--- config.mk ---
export PLATFORM = sky130hd
export DESIGN_NAME = wb_keypad_scanner
export DESIGN_NICKNAME = d
export VERILOG_FILES = /design/src/rtl/wb_keypad_pkg.sv /design/src/rtl/keypad_fifo.sv /design/src/rtl/wb_keypad_scanner.sv
export SDC_FILE = /design/constraint.sdc
export NUM_CORES = 1
export LEC_CHECK = 0
export BUFFER_PORTS_ARGS = -buffer_cell sky130_fd_sc_hd__buf_2
export CELL_PAD_IN_SITES_DETAIL_PLACEMENT = 0
export CELL_PAD_IN_SITES_GLOBAL_PLACEMENT = 1
export CORE_MARGIN = 8
export CORE_UTILIZATION = 25
export DETAILED_ROUTE_END_ITERATION = 8
export PLACE_DENSITY = 0.56
export SETUP_SLACK_MARGIN = 0.1
export SLEW_MARGIN = 20
export SYNTH_ARGS = -nofsm -noshare
export SYNTH_HDL_FRONTEND = slang
export SYNTH_SLANG_ARGS = --single-unit
export TNS_END_PERCENT = 20
--- constraint.sdc ---
create_clock -name clk -period 5.4 [get_ports clk]
set_clock_uncertainty 0.2 [all_clocks]
set_input_delay 1.08 -clock clk [delete_from_list [all_inputs] [get_ports clk]]
set_output_delay 1.08 -clock clk [all_outputs]
set_load 0.02 [all_outputs]
--- src/rtl/wb_keypad_pkg.sv ---
// Shared definitions for the Wishbone keypad scanner: register map,
// register bit positions and scanner FSM states.
package wb_keypad_pkg;

  // Register offsets (word index taken from wb_adr_i[3:2])
  localparam logic [1:0] REG_DATA   = 2'd0;
  localparam logic [1:0] REG_STATUS = 2'd1;
  localparam logic [1:0] REG_CTRL   = 2'd2;

  // DATA register
  localparam int DATA_VALID_BIT  = 31;

  // STATUS register
  localparam int STAT_OVF_BIT    = 16;
  localparam int STAT_EMPTY_BIT  = 17;
  localparam int STAT_FULL_BIT   = 18;

  // CTRL register
  localparam int CTRL_EN_BIT     = 0;
  localparam int CTRL_IRQ_EN_BIT = 1;
  localparam int CTRL_FLUSH_BIT  = 2;

  // Scanner FSM states
  typedef enum logic [1:0] {
    IDLE     = 2'd0,
    SCAN     = 2'd1,
    DEBOUNCE = 2'd2,
    HELD     = 2'd3
  } kp_state_e;

endpackage

--- src/rtl/keypad_fifo.sv ---
// Small synchronous FIFO for key codes. Flush dominates push/pop; a push
// into a full FIFO is accepted only when a pop frees a slot on the same edge.
module keypad_fifo #(
  parameter int DEPTH = 8,
  parameter int WIDTH = 4,
  localparam int AW    = $clog2(DEPTH),
  localparam int CNT_W = $clog2(DEPTH) + 1
) (
  input  logic             clk,
  input  logic             reset,
  input  logic             push,
  input  logic             pop,
  input  logic             flush,
  input  logic [WIDTH-1:0] din,
  output logic [WIDTH-1:0] dout,
  output logic [CNT_W-1:0] count,
  output logic             full,
  output logic             empty
);

  logic [WIDTH-1:0] mem [DEPTH];
  logic [AW-1:0]    wr_ptr;
  logic [AW-1:0]    rd_ptr;
  logic             do_pop;
  logic             do_push;

  assign empty   = (count == '0);
  assign full    = (count == CNT_W'(DEPTH));
  assign do_pop  = pop & ~empty;
  assign do_push = push & (~full | do_pop);
  assign dout    = mem[rd_ptr];

  // Storage write; no reset needed on the data array
  always_ff @(posedge clk) begin
    if (do_push && !flush) mem[wr_ptr] <= din;
  end

  // Pointer and occupancy bookkeeping
  always_ff @(posedge clk or negedge reset) begin
    if (!reset) begin
      wr_ptr <= '0;
      rd_ptr <= '0;
      count  <= '0;
    end else if (flush) begin
      wr_ptr <= '0;
      rd_ptr <= '0;
      count  <= '0;
    end else begin
      if (do_push) wr_ptr <= wr_ptr + 1'b1;
      if (do_pop)  rd_ptr <= rd_ptr + 1'b1;
      if (do_push && !do_pop)      count <= count + 1'b1;
      else if (!do_push && do_pop) count <= count - 1'b1;
    end
  end

endmodule

--- src/rtl/wb_keypad_scanner.sv ---
// Wishbone keypad scanner: active-low column scan, debounced press/release
// tracking, key-code FIFO with sticky overflow.
// Optional interrupt output enabled by defining KEYPAD_IRQ_EN.
module wb_keypad_scanner
  import wb_keypad_pkg::*;
#(
  parameter int ROWS       = 4,
  parameter int COLS       = 4,
  parameter int SETTLE_CYC = 16,
  parameter int DEB_CYC    = 250000,
  parameter int FIFO_DEPTH = 8,
  localparam int CODE_W = $clog2(ROWS*COLS),
  localparam int CNT_W  = $clog2(FIFO_DEPTH) + 1
) (
  input  logic              clk,
  input  logic              reset,
  input  logic [31:0]       wb_adr_i,
  input  logic [31:0]       wb_dat_i,
  input  logic              wb_we_i,
  input  logic              wb_cyc_i,
  input  logic              wb_stb_i,
  output logic              wb_ack_o,
  output logic [31:0]       wb_dat_o,
  input  logic [ROWS-1:0]   rows_i,
  output logic [COLS-1:0]   cols_o,
  output logic [CODE_W-1:0] key_last,
  output logic              irq_o
);

  localparam int COL_W = $clog2(COLS);
  localparam int ROW_W = (ROWS > 1) ? $clog2(ROWS) : 1;
  localparam int SET_W = $clog2(SETTLE_CYC);
  localparam int DEB_W = $clog2(DEB_CYC) + 1;

  logic [ROWS-1:0]   rows_p0;
  logic [ROWS-1:0]   rows_p1;
  kp_state_e         state, state_n;
  logic [COL_W-1:0]  col_q, col_n, col_next;
  logic [ROW_W-1:0]  row_q, row_n, low_idx;
  logic [SET_W-1:0]  set_q, set_n;
  logic [DEB_W-1:0]  deb_q, deb_n;
  logic [COLS-1:0]   cols_q, cols_n;
  logic              any_low;
  logic              key_push;
  logic [CODE_W-1:0] key_code;

  logic              ack_q;
  logic              bus_acc;
  logic              enable;
  logic              irq_en;
  logic              overflow;
  logic              fifo_pop;
  logic              fifo_flush;
  logic              ovf_clr;
  logic [CODE_W-1:0] fifo_dout;
  logic [CNT_W-1:0]  fifo_count;
  logic              fifo_full;
  logic              fifo_empty;
  logic              unused_bits;

  assign unused_bits = ^{wb_adr_i[31:4], wb_adr_i[1:0], wb_dat_i};

  // Two-flop synchroniser for the asynchronous row lines
  always_ff @(posedge clk or negedge reset) begin
    if (!reset) begin
      rows_p0 <= '1;
      rows_p1 <= '1;
    end else begin
      rows_p0 <= rows_i;
      rows_p1 <= rows_p0;
    end
  end

  // Lowest-index active row in the current column
  always_comb begin
    low_idx = '0;
    for (int r = ROWS - 1; r >= 0; r--) begin
      if (!rows_p1[r]) low_idx = ROW_W'(r);
    end
  end

  assign any_low  = ~&rows_p1;
  assign col_next = (col_q == COL_W'(COLS - 1)) ? '0 : col_q + 1'b1;
  assign key_code = CODE_W'(int'(row_q) * COLS + int'(col_q));

  // Scanner FSM state register; column drive is registered alongside
  always_ff @(posedge clk or negedge reset) begin
    if (!reset) begin
      state  <= SCAN;
      col_q  <= '0;
      row_q  <= '0;
      set_q  <= '0;
      deb_q  <= '0;
      cols_q <= '1;
    end else begin
      state  <= state_n;
      col_q  <= col_n;
      row_q  <= row_n;
      set_q  <= set_n;
      deb_q  <= deb_n;
      cols_q <= cols_n;
    end
  end

  // Scanner next-state logic and key push strobe
  always_comb begin
    state_n  = state;
    col_n    = col_q;
    row_n    = row_q;
    set_n    = set_q;
    deb_n    = deb_q;
    key_push = 1'b0;
    if (!enable) begin
      state_n = IDLE;
      set_n   = '0;
      deb_n   = '0;
    end else begin
      case (state)
        IDLE: begin
          state_n = SCAN;
          col_n   = '0;
          set_n   = '0;
        end
        SCAN: begin
          if (set_q == SET_W'(SETTLE_CYC - 1)) begin
            set_n = '0;
            if (any_low) begin
              state_n = DEBOUNCE;
              row_n   = low_idx;
              deb_n   = '0;
            end else begin
              col_n = col_next;
            end
          end else begin
            set_n = set_q + 1'b1;
          end
        end
        DEBOUNCE: begin
          if (rows_p1[row_q]) begin
            state_n = SCAN;
            col_n   = col_next;
            set_n   = '0;
          end else if (deb_q == DEB_W'(DEB_CYC - 1)) begin
            key_push = 1'b1;
            state_n  = HELD;
            deb_n    = '0;
          end else begin
            deb_n = deb_q + 1'b1;
          end
        end
        HELD: begin
          if (!rows_p1[row_q]) begin
            deb_n = '0;
          end else if (deb_q == DEB_W'(DEB_CYC - 1)) begin
            state_n = SCAN;
            col_n   = col_next;
            set_n   = '0;
            deb_n   = '0;
          end else begin
            deb_n = deb_q + 1'b1;
          end
        end
        default: state_n = IDLE;
      endcase
    end
    cols_n = (state_n == IDLE) ? '1 : ~(COLS'(1) << col_n);
  end

  assign cols_o = cols_q;

  // Last pushed key code
  always_ff @(posedge clk or negedge reset) begin
    if (!reset)        key_last <= '0;
    else if (key_push) key_last <= key_code;
  end

  keypad_fifo #(
    .DEPTH (FIFO_DEPTH),
    .WIDTH (CODE_W)
  ) u_fifo (
    .clk   (clk),
    .reset (reset),
    .push  (key_push),
    .pop   (fifo_pop),
    .flush (fifo_flush),
    .din   (key_code),
    .dout  (fifo_dout),
    .count (fifo_count),
    .full  (fifo_full),
    .empty (fifo_empty)
  );

  assign bus_acc    = wb_cyc_i & wb_stb_i & ~ack_q;
  assign wb_ack_o   = wb_cyc_i & wb_stb_i & ack_q;
  assign fifo_pop   = bus_acc & ~wb_we_i & (wb_adr_i[3:2] == REG_DATA) & ~fifo_empty;
  assign fifo_flush = bus_acc & wb_we_i & (wb_adr_i[3:2] == REG_CTRL) & wb_dat_i[CTRL_FLUSH_BIT];
  assign ovf_clr    = bus_acc & wb_we_i & (wb_adr_i[3:2] == REG_STATUS) & wb_dat_i[STAT_OVF_BIT];

  // Single-cycle ack with one wait state; read data captured on the same edge
  always_ff @(posedge clk or negedge reset) begin
    if (!reset) begin
      ack_q    <= 1'b0;
      wb_dat_o <= '0;
    end else begin
      ack_q <= bus_acc;
      if (bus_acc && !wb_we_i) begin
        wb_dat_o <= '0;
        case (wb_adr_i[3:2])
          REG_DATA: begin
            if (!fifo_empty) begin
              wb_dat_o[DATA_VALID_BIT] <= 1'b1;
              wb_dat_o[CODE_W-1:0]     <= fifo_dout;
            end
          end
          REG_STATUS: begin
            wb_dat_o[CNT_W-1:0]      <= fifo_count;
            wb_dat_o[STAT_OVF_BIT]   <= overflow;
            wb_dat_o[STAT_EMPTY_BIT] <= fifo_empty;
            wb_dat_o[STAT_FULL_BIT]  <= fifo_full;
          end
          REG_CTRL: begin
            wb_dat_o[CTRL_EN_BIT]     <= enable;
            wb_dat_o[CTRL_IRQ_EN_BIT] <= irq_en;
          end
          default: wb_dat_o <= '0;
        endcase
      end
    end
  end

  // Sticky overflow: a new drop beats a clear on the same edge; flush clears
  always_ff @(posedge clk or negedge reset) begin
    if (!reset)                                   overflow <= 1'b0;
    else if (fifo_flush)                          overflow <= 1'b0;
    else if (key_push && fifo_full && !fifo_pop)  overflow <= 1'b1;
    else if (ovf_clr)                             overflow <= 1'b0;
  end

  // CTRL.enable register
  always_ff @(posedge clk or negedge reset) begin
    if (!reset)                                              enable <= 1'b1;
    else if (bus_acc && wb_we_i && wb_adr_i[3:2] == REG_CTRL) enable <= wb_dat_i[CTRL_EN_BIT];
  end

`ifdef KEYPAD_IRQ_EN
  logic irq_q;

  // CTRL.irq_en register
  always_ff @(posedge clk or negedge reset) begin
    if (!reset)                                              irq_en <= 1'b0;
    else if (bus_acc && wb_we_i && wb_adr_i[3:2] == REG_CTRL) irq_en <= wb_dat_i[CTRL_IRQ_EN_BIT];
  end

  // Registered interrupt: pending key or overflow while enabled
  always_ff @(posedge clk or negedge reset) begin
    if (!reset) irq_q <= 1'b0;
    else        irq_q <= irq_en & (~fifo_empty | overflow);
  end

  assign irq_o = irq_q;
`else
  assign irq_en = 1'b0;
  assign irq_o  = 1'b0;
`endif

endmodule

-- Yosys cells after proc, flatten, opt, wreduce, memory -nomap -nowiden
Memories as Yosys holds them, arrays and structs flattened.
Index checks and enable logic that the tools add are counted.
- register bits after elaboration: 66
- latch bits: 0
- memory bits (writable): 32
- bits in read-only memories: 0
- output and inout port bits: 42
- memories kept: 1
- add/subtract/negate cells: 8
- multiply operators: 0
- div/mod/pow operators: 0
- order comparisons: 1
- eq/ne operators: 16
- shift-type cells: 1
- mux-type cells: 58
- bitwise logic cells: 20
- reduce and logical (&&, ||, !) cells: 25
- memory list (memory ; depth ; bits a word ; read ports ; clocked after memory_dff ; write ports ; line ; source):
    u_fifo.mem ; 8 ; 4 ; 1 ; 0 ; 1 ; keypad_fifo.sv:21 ; logic [WIDTH-1:0] mem [DEPTH];
- operator list (cell ; count):
    $mux 19 ; 6
    $pmux 19 s3 ; 1
    $mux 4 ; 10
    $mux 2 ; 18
    $add 19x1->19 const B ; 1
    $eq 19x18->1 const B ; 1
    $ne 3x3->1 const B ; 6
    $pmux 2 s4 ; 2
    $pmux 4 s4 ; 1
    $mux 3 ; 5
    $and 1x1->1 ; 13
    $mux 1 ; 12
    $reduce_and 4->1 ; 3
    $add 4x1->4 const B ; 2
    $eq 2x2->1 const B ; 4
    $eq 4x4->1 const B ; 2
    $logic_and 1x1->1 ; 8
    $add 3x1->3 const B ; 2
    $logic_not 2->1 ; 3
    $pmux 2 s3 ; 1
    $reduce_bool 3->1 ; 2
    $logic_not 1->1 ; 5
    $not 1->1 ; 5
    $add 4x2->4 ; 1
    other kinds (13) ; 15

-- Depth between registers and ports, before layout
Gate-level depths: netlist (run 1).
- word-level depth: 13
- mapped depth: 12
- mapped depth without buffers: 11

-- Cells and area by module
Synthesis (run 1) repeated with hierarchy kept, for this count alone.
- cells, all modules: 421
- area, all modules: 4854.7 um2
- modules (own cells, without submodules) (module ; instances ; cells an instance ; area each (um2)):
    wb_keypad_scanner ; 1 ; 290 ; 2894.0
    keypad_fifo ; 1 ; 131 ; 1960.6

-- Worst setup path before layout (run 1)
No wires, ideal clock.
- path kind: in2reg
- start point: input wb_adr_i[3]
- end point: register u_fifo.count[3]
- arrival time: 3.195 ns
- path slack: 1.927 ns
- stages on the path: 12
- path buffers: 1
- path through: or2_2 or2_2 dlymetal6s2s_1 nor2_4 nor2_1 nand2_1 ha_1 a21o_2 a21oi_1 nand3_1 a21o_1 a21oi_1
- longest elaborated chain between the ends: 9
- elaborated cells on any way between the ends: 16
- ends and longest elaborated chain (element ; line ; source):
    start: declaration ; wb_keypad_scanner.sv:17 ; input logic [31:0] wb_adr_i,
    $logic_not 2->1 ; wb_keypad_scanner.sv:195 ; assign fifo_pop = bus_acc & ~wb_we_i & (wb_adr_i[3:2] == REG_DATA) & ~fifo_empty;
    $and 1x1->1 (2 in series) ; wb_keypad_scanner.sv:195 ;
    $and 1x1->1 ; keypad_fifo.sv:29 ; assign do_pop = pop & ~empty;
    $or 1x1->1 ; keypad_fifo.sv:30 ; assign do_push = push & (~full | do_pop);
    $and 1x1->1 ; keypad_fifo.sv:30 ;
    $logic_and 1x1->1 or $logic_not 1->1 (tied branches) ; keypad_fifo.sv:51, keypad_fifo.sv:52 ;
    $mux 4 or $logic_and 1x1->1 (tied branches) ; keypad_fifo.sv:51, keypad_fifo.sv:52 ;
    $mux 4 or $reduce_bool 3->1 (tied branches) ; -- ;
    end signal: assignment ; keypad_fifo.sv:51 ; if (do_push && !do_pop) count <= count + 1'b1;
    end signal: assignment ; keypad_fifo.sv:52 ; else if (!do_push && do_pop) count <= count - 1'b1;
    end: declaration ; keypad_fifo.sv:16 ; output logic [CNT_W-1:0] count,
Parallel ways exist; a longest one is shown, timed or not.
A chain may end at the register's enable or synchronous reset.

-- Worst setup path after layout (run 1)
- start point: input wb_we_i
- end point: memory u_fifo.mem[1][1], enable pin
- longest elaborated chain between the ends: 10
- elaborated cells on any way between the ends: 14
- ends and longest elaborated chain (element ; line ; source):
    start: declaration ; wb_keypad_scanner.sv:19 ; input logic wb_we_i,
    $not 1->1 ; wb_keypad_scanner.sv:195 ;
    $and 1x1->1 (3 in series) ; wb_keypad_scanner.sv:195 ;
    $and 1x1->1 ; keypad_fifo.sv:29 ;
    $or 1x1->1 ; keypad_fifo.sv:30 ;
    $and 1x1->1 ; keypad_fifo.sv:30 ;
    $logic_and 1x1->1 (*) ; keypad_fifo.sv:35 ; if (do_push && !flush) mem[wr_ptr] <= din;
    $mux 1 (*) ; keypad_fifo.sv:35 ;
    $mux 1 (implied by the code) (*) ; keypad_fifo.sv:35 ;
    end: declaration ; keypad_fifo.sv:21 ;
Mark *: on every way between the ends. The rest lies on a longest branch, timed or not.

==> results of run 1 <==
worst max path at each step:
stage	from	end	cells after the start
global route	row_q[0]	u_fifo.mem[1][1]	5
detailed placement	wb_we_i	u_fifo.mem[1][1]	7
finish	wb_we_i	u_fifo.mem[1][1]	7
global placement	wb_we_i	u_fifo.mem[1][1]	7
floorplan	wb_adr_i[3]	u_fifo.count[3]	12
CTS	row_q[0]	u_fifo.mem[1][1]	5
area by class of cell:
type | count | area, um^2 | area share (%)
clock buffer | 11 | 232.7 | 4.343
clock inverter | 5 | 40.04 | 0.7471
inverter | 9 | 33.78 | 0.6304
multi-input combinational | 303 | 1964 | 36.66
sequential | 98 | 2630 | 49.08
tap | 234 | 292.8 | 5.463
timing repair buffer | 32 | 165.2 | 3.082
power breakdown:
part	switching (mW)	internal, mW
logic	0.168	0.120
clock network	0.290	0.315
registers	0.0884	0.821
kinds of logic (layout without fill, tap and decap cells):
group	Yosys count	after routing	synth area share, %
simple gates	169	169	18.39
buf+inv	49	57	6.250
compound gates	62	62	8.256
mux	19	19	6.380
flops	98	98	54.74
xor+xnor	19	19	3.464
other cells	1	25	0.07805
fa+ha+maj	9	9	2.448
through the flow:
step	hold WS (ns)	std cells	worst slack (ns)	util, %	instance area (um^2)
3_5_place_dp	0.1475	676	1.664	27.10	5086
4_1_cts	0.1583	692	2.013	28.55	5359
3_3_place_gp	0.1471	676	1.670	27.10	5086
6_report	0.1573	692	2.048	28.55	5359
5_1_grt	0.1602	692	1.868	28.55	5359
2_1_floorplan	0.1452	450	1.927	-	4895
placed cells by master (no fill, tap or decap), drive strengths merged, types with 2 or more instances in the layout:
cell and count:
and3 12, clkinvlp 3, inv 10, xor2 16, conb 25, ha 7
nand2b 4, and4 3, xnor2 3, edfxtp 32, mux4 9, buf 32
nor4 3, nor3 8, dfstp 14, clkbuf 11, o31ai 3, nor2 40
nand3 16, nor2b 5, or3 4, nand4 12, o21ai 23, dfrtp 52
a21o 6, and2 4, a21oi 13, mux2i 10, a22o 2, o211ai 4
nand2 47, or2 2, nor4b 2
sequential cells by signal, indices dropped and copies added, names as in the netlist:
register       count
ack_q              1
col_q              2
cols_o             4
deb_q             19
enable             1
key_last           4
overflow           1
row_q              2
rows_p0            4
rows_p1            4
set_q              4
state              2
u_fifo.count       4
u_fifo.mem        32
u_fifo.rd_ptr      3
u_fifo.wr_ptr      3
wb_dat_o           8
routing by layer:
layer  GRT usage, %  vias to the layer above  wire [um]
met5              0                        -          0
met4          4.806                        0        225
met3          1.978                       12        263
met2          15.27                       46       5122
met1          10.48                     1526       4620
li1               -                     1533          -
==> results by group, run 1 <==
Outcome
  • Status: complete, no violations

Detailed routing
  • Via count: slightly above 3000
  • Routed wire per std cell: 14.79 um
  • # DRC: 0
  • Routed WL: roughly 10 mm
  • Pre-Repair DR Iteration Count: 4
  • Detailed-route vias per instance: between 4 and 5
  • Initial detailed-routing violation count: 186
  • ANT nets after route: 0

Power and ir drop
  • Pwr Density: about 340 nW/um^2
  • Pwr Total: 1.802 mW
  • Leak: around 2.2 nW
  • Worst VDD drop: approximately 0.13 mV

Synth
  • Sequential fraction of the synthesis area: a little over half
  • Most frequent cell after synthesis: dfrtp_1
  • Syn Area/Cell: around 11 um^2
  • Synth async-reset ratio: around two thirds
  • Largest cells by area after synthesis: dfrtp_1 (27%), edfxtp_1 (20%), dfstp_2 (7.7%)
  • Post-synth cell types: 66
  • Ys Warns: 0
  • Leading area contributor after synthesis: dfrtp_1
  • Synth top cells by count: dfrtp_1 (52), nand2_1 (47), nor2_1 (39), edfxtp_1 (32), buf_4 (25)
  • Share of Yosys cell area claimed by the top area cell type: 27.08%
  • Yosys reg bits: a little under 100
  • Post-Synthesis Cells: roughly 430
  • Dominant register cell in the synthesized netlist: dfrtp_1
  • Synth Cell Area: about 4800 um^2
  • Post-synth EDFFs: 32

Global route
  • GRT Util Overall: 9.004%
  • Largest net degree at the start of global routing: 36
  • Initial antenna violation count: 0
  • First-pass GRT wire length: about 17 mm
  • GRT overflow: 0
  • Vias in the first global route: between 3000 and 4000

Timing
  • Fmax: ~300 MHz
  • Max-slew headroom: between 40% and 50%
  • Setup TNS: 0 ns
  • Worst slew pin tran: about 0.76 ns
  • RSZ-0062 raised after global routing: no
  • Crit path time final: approximately 3.4 ns
  • Finish-stage setup viols: 0
  • Fin crit share: between 60 and 70%
  • Fin. max-slew vios: 0
  • Final Hold Vio Count: 0

Min path
  • Hold Path Origin: rows_p0[3]
  • WHS Endpoint: rows_p1[3]
  • Worst min-delay path category: flip-flop to flip-flop
  • Worst hold path stage count: 0

Setup path
  • CP Launch Type: input pin
  • Setup Crit Path Kind: input pin to flip-flop
  • Delay-heaviest family, CP: simple AND/OR/NAND/NOR gates
  • Reg2Reg Depth: 5
  • Critical-path cell list: buf_2 > nand4bb_1 > buf_4 > o211ai_1 > nand4b_2 > or3b_4 > nor3_1
  • CP Buf/Inv Count: 2
  • Slowest-stage cell, CP: nor3_1
  • Worst endpoint required time: roughly 5.2 ns
  • Worst r2r src: row_q[0]
  • Worst reg2reg endpoint: u_fifo.mem[1][1]
  • R2R Setup Slk: roughly 2.1 ns
  • Crit end category: flip-flop
  • Critical Path AT: around 3.1 ns
  • CP max FO: 18
  • Max stage delay on crit path: about 0.53 ns

Layout
  • Area growth syn-to-layout: 11.54%
  • Ratio of cells with drive above 1 in the final layout: 18.78%
  • Nets: 534
  • Layout fillers: just under 2000
  • Diodes inserted: 0

Clocking
  • Post-CTS sizing: 0
  • Clk Latency, worst-skew pair: approximately 0.35 ns
  • CTS tree: done
  • Clk Tree Root Cell: clkbuf_16
  • Post-CTS Hold Buffers: 0
  • Clock sinks: 98
  • Longest Clk Path Bufs: 2
  • Post-CTS setup buffer count: 0
  • CTS buffer count: 9
  • Clock Pin Slew Worst Setup and Hold Paths: about 0.07 ns
  • CTS H-tree depth: 3

Die
  • Die extent in x: ~150 um
  • Core ar.: between 15000 and 20000 um^2
  • Row count: 50
  • Die Ht: 154.6 um
  • Die Area: about 24000 um^2
  • I/O pin count: 115
  • Initial core utilization: about 26%

Place
  • Placer's final routability congestion estimate: 0.7503
  • Detailed placement HPWL: 7.419 mm
  • Port Buf Inserts: 30

Flow run
  • MaxCap Viol Count: 0
Note: power is estimated with default switching activity, not from simulation.
==> run 2, diff against run 1 <==
clock period = 3.3 ns   (was 5.4 ns; I/O delays follow)
==> results by group, run 2 (synthesis results as in run 1) <==
Outcome
  • Status: complete, no violations

Layout
  • Most frequent cells in the layout: dfrtp_1 (52), nand2_1 (47), nor2_1 (39), edfxtp_1 (32), buf_2 (30)
  • Layout fillers: between 1500 and 2000
  • Max FFs per register: 32
  • Ratio of cells with drive above 1 in the final layout: roughly 21%
  • Fin util: 29.13%
  • Diodes inserted: 0
  • Area growth syn-to-layout: 13.78%
  • Reg with most FFs: u_fifo.mem
  • Design area: 5466 um^2
  • Most common cell after layout, fill and taps aside: dfrtp_1
  • Largest registers: u_fifo.mem (32), deb_q (19), wb_dat_o (8)
  • Nets: about 540

Die
  • Row count: 50
  • Initial core utilization: between 20% and 30%
  • Core ar.: 18770 um^2
  • I/O pin count: 115
  • Die Ht: 154.6 um
  • Die Area: 23910 um^2
  • Die extent in x: 154.6 um

Detailed routing
  • Detailed-route vias per instance: 4.520
  • Initial detailed-routing violation count: 197
  • ANT nets after route: 0
  • Via count: ~3200
  • Pre-Repair DR Iteration Count: 4
  • Routed wire per std cell: 14.67 um
  • # DRC: 0
  • Routed WL: ~10 mm

Clocking
  • Post-CTS Hold Buffers: 0
  • CTS tree: done
  • Clock Pin Slew Worst Setup and Hold Paths: 0.07 ns
  • Post-CTS sizing: 0
  • Post-CTS setup buffer count: 0
  • CTS H-tree depth: 3
  • Longest Clk Path Bufs: 2
  • CTS buffer count: 9
  • Clk Tree Root Cell: clkbuf_16
  • Clock sinks: about 100
  • Clk Latency, worst-skew pair: 0.35 ns

Timing
  • Fmax: between 300 and 400 MHz
  • Fin. max-slew vios: 0
  • RSZ-0062 raised after global routing: no
  • Crit path time final: 2.901 ns
  • Fin crit share: between 80 and 90%
  • Min Hold Slack: approximately 0.16 ns
  • Setup TNS: 0 ns
  • Worst slew pin tran: approximately 0.75 ns
  • Final Hold Vio Count: 0
  • Max-slew headroom: 49.94%
  • Finish-stage setup viols: 0

Place
  • Placer's final routability congestion estimate: approximately 0.79
  • Port Buf Inserts: 30
  • Detailed placement HPWL: roughly 7.6 mm
  • Post-Place Cell Area: 5174 um^2

Setup path
  • Critical Path AT: roughly 2.7 ns
  • CP max FO: 5
  • Worst endpoint required time: between 3 and 4 ns
  • Setup Crit Path Kind: flip-flop to flip-flop
  • CP Launch Type: flip-flop
  • Crit end category: flip-flop

Global route
  • GRT overflow: 0
  • First-pass GRT wire length: 17.02 mm
  • Initial antenna violation count: 0
  • GRT Util Overall: 9.048%
  • Largest net degree at the start of global routing: 38
  • Vias in the first global route: between 3000 and 4000

Power and ir drop
  • Leak: 2.252 nW
  • Worst VDD drop: 0.2337 mV
  • Pwr Density: around 550 nW/um^2

Flow run
  • MaxCap Viol Count: 0

Min path
  • Worst min-delay path category: flip-flop to flip-flop
## run 2: worst max-delay path, stage by stage, from the launching register on
cell	delay (ns)
dfrtp_1	0.37
mux4_2	0.57
nor3_4	0.19
buf_4	0.15
nand4b_2	0.20
or3_1	0.50
nor2_1	0.37
## run 2: power breakdown
group | internal, mW | switching [mW]
combinational | 0.211 | 0.294
clock | 0.590 | 0.465
sequential | 1.34 | 0.126
total | 2.14 | 0.885
## run 2: cell type report
cell class	instances	area [um^2]	share of cell area (%)
well taps	234	292.8	5.356
clock inverters	6	63.81	1.167
inverters	9	33.78	0.6180
clock buffers	10	229.0	4.189
flip-flops and latches	98	2630	48.11
repair buffers	42	252.7	4.623
multi-input cells	303	1964	35.93
## run 2: final timing paths
check                                         to        from  cells past startpoint  slack [ns]
worst max register to register  u_fifo.mem[4][1]    row_q[0]                      6        0.40
worst min-delay path                  rows_p1[3]  rows_p0[3]                      0        0.16
worst max-delay path            u_fifo.mem[4][1]    row_q[0]                      6        0.40
max in group asynchronous             rows_p1[2]       reset                      2        2.00
min in group asynchronous       u_fifo.rd_ptr[2]       reset                      1        0.18
worst min register to register        rows_p1[3]  rows_p0[3]                      0        0.16
## run 2: per-stage QoR
step                      worst slack [ns]  power (mW)  cells
final                               0.3993       3.028    702
after floorplan                     0.2473       1.869    450
after detailed placement           0.05122       2.008    686
after global placement             0.09762       1.998    686
after CTS                           0.3229       3.081    702
after global routing                0.1962       3.205    702
## run 2: layer usage
layer  GRT usage (%)  wire length [um]  vias up
met5               0                 0        -
met4           2.240               110        0
met3           3.037               409       10
met2           15.61              5226       58
met1           10.62              4554     1558
li1                -                 -     1547
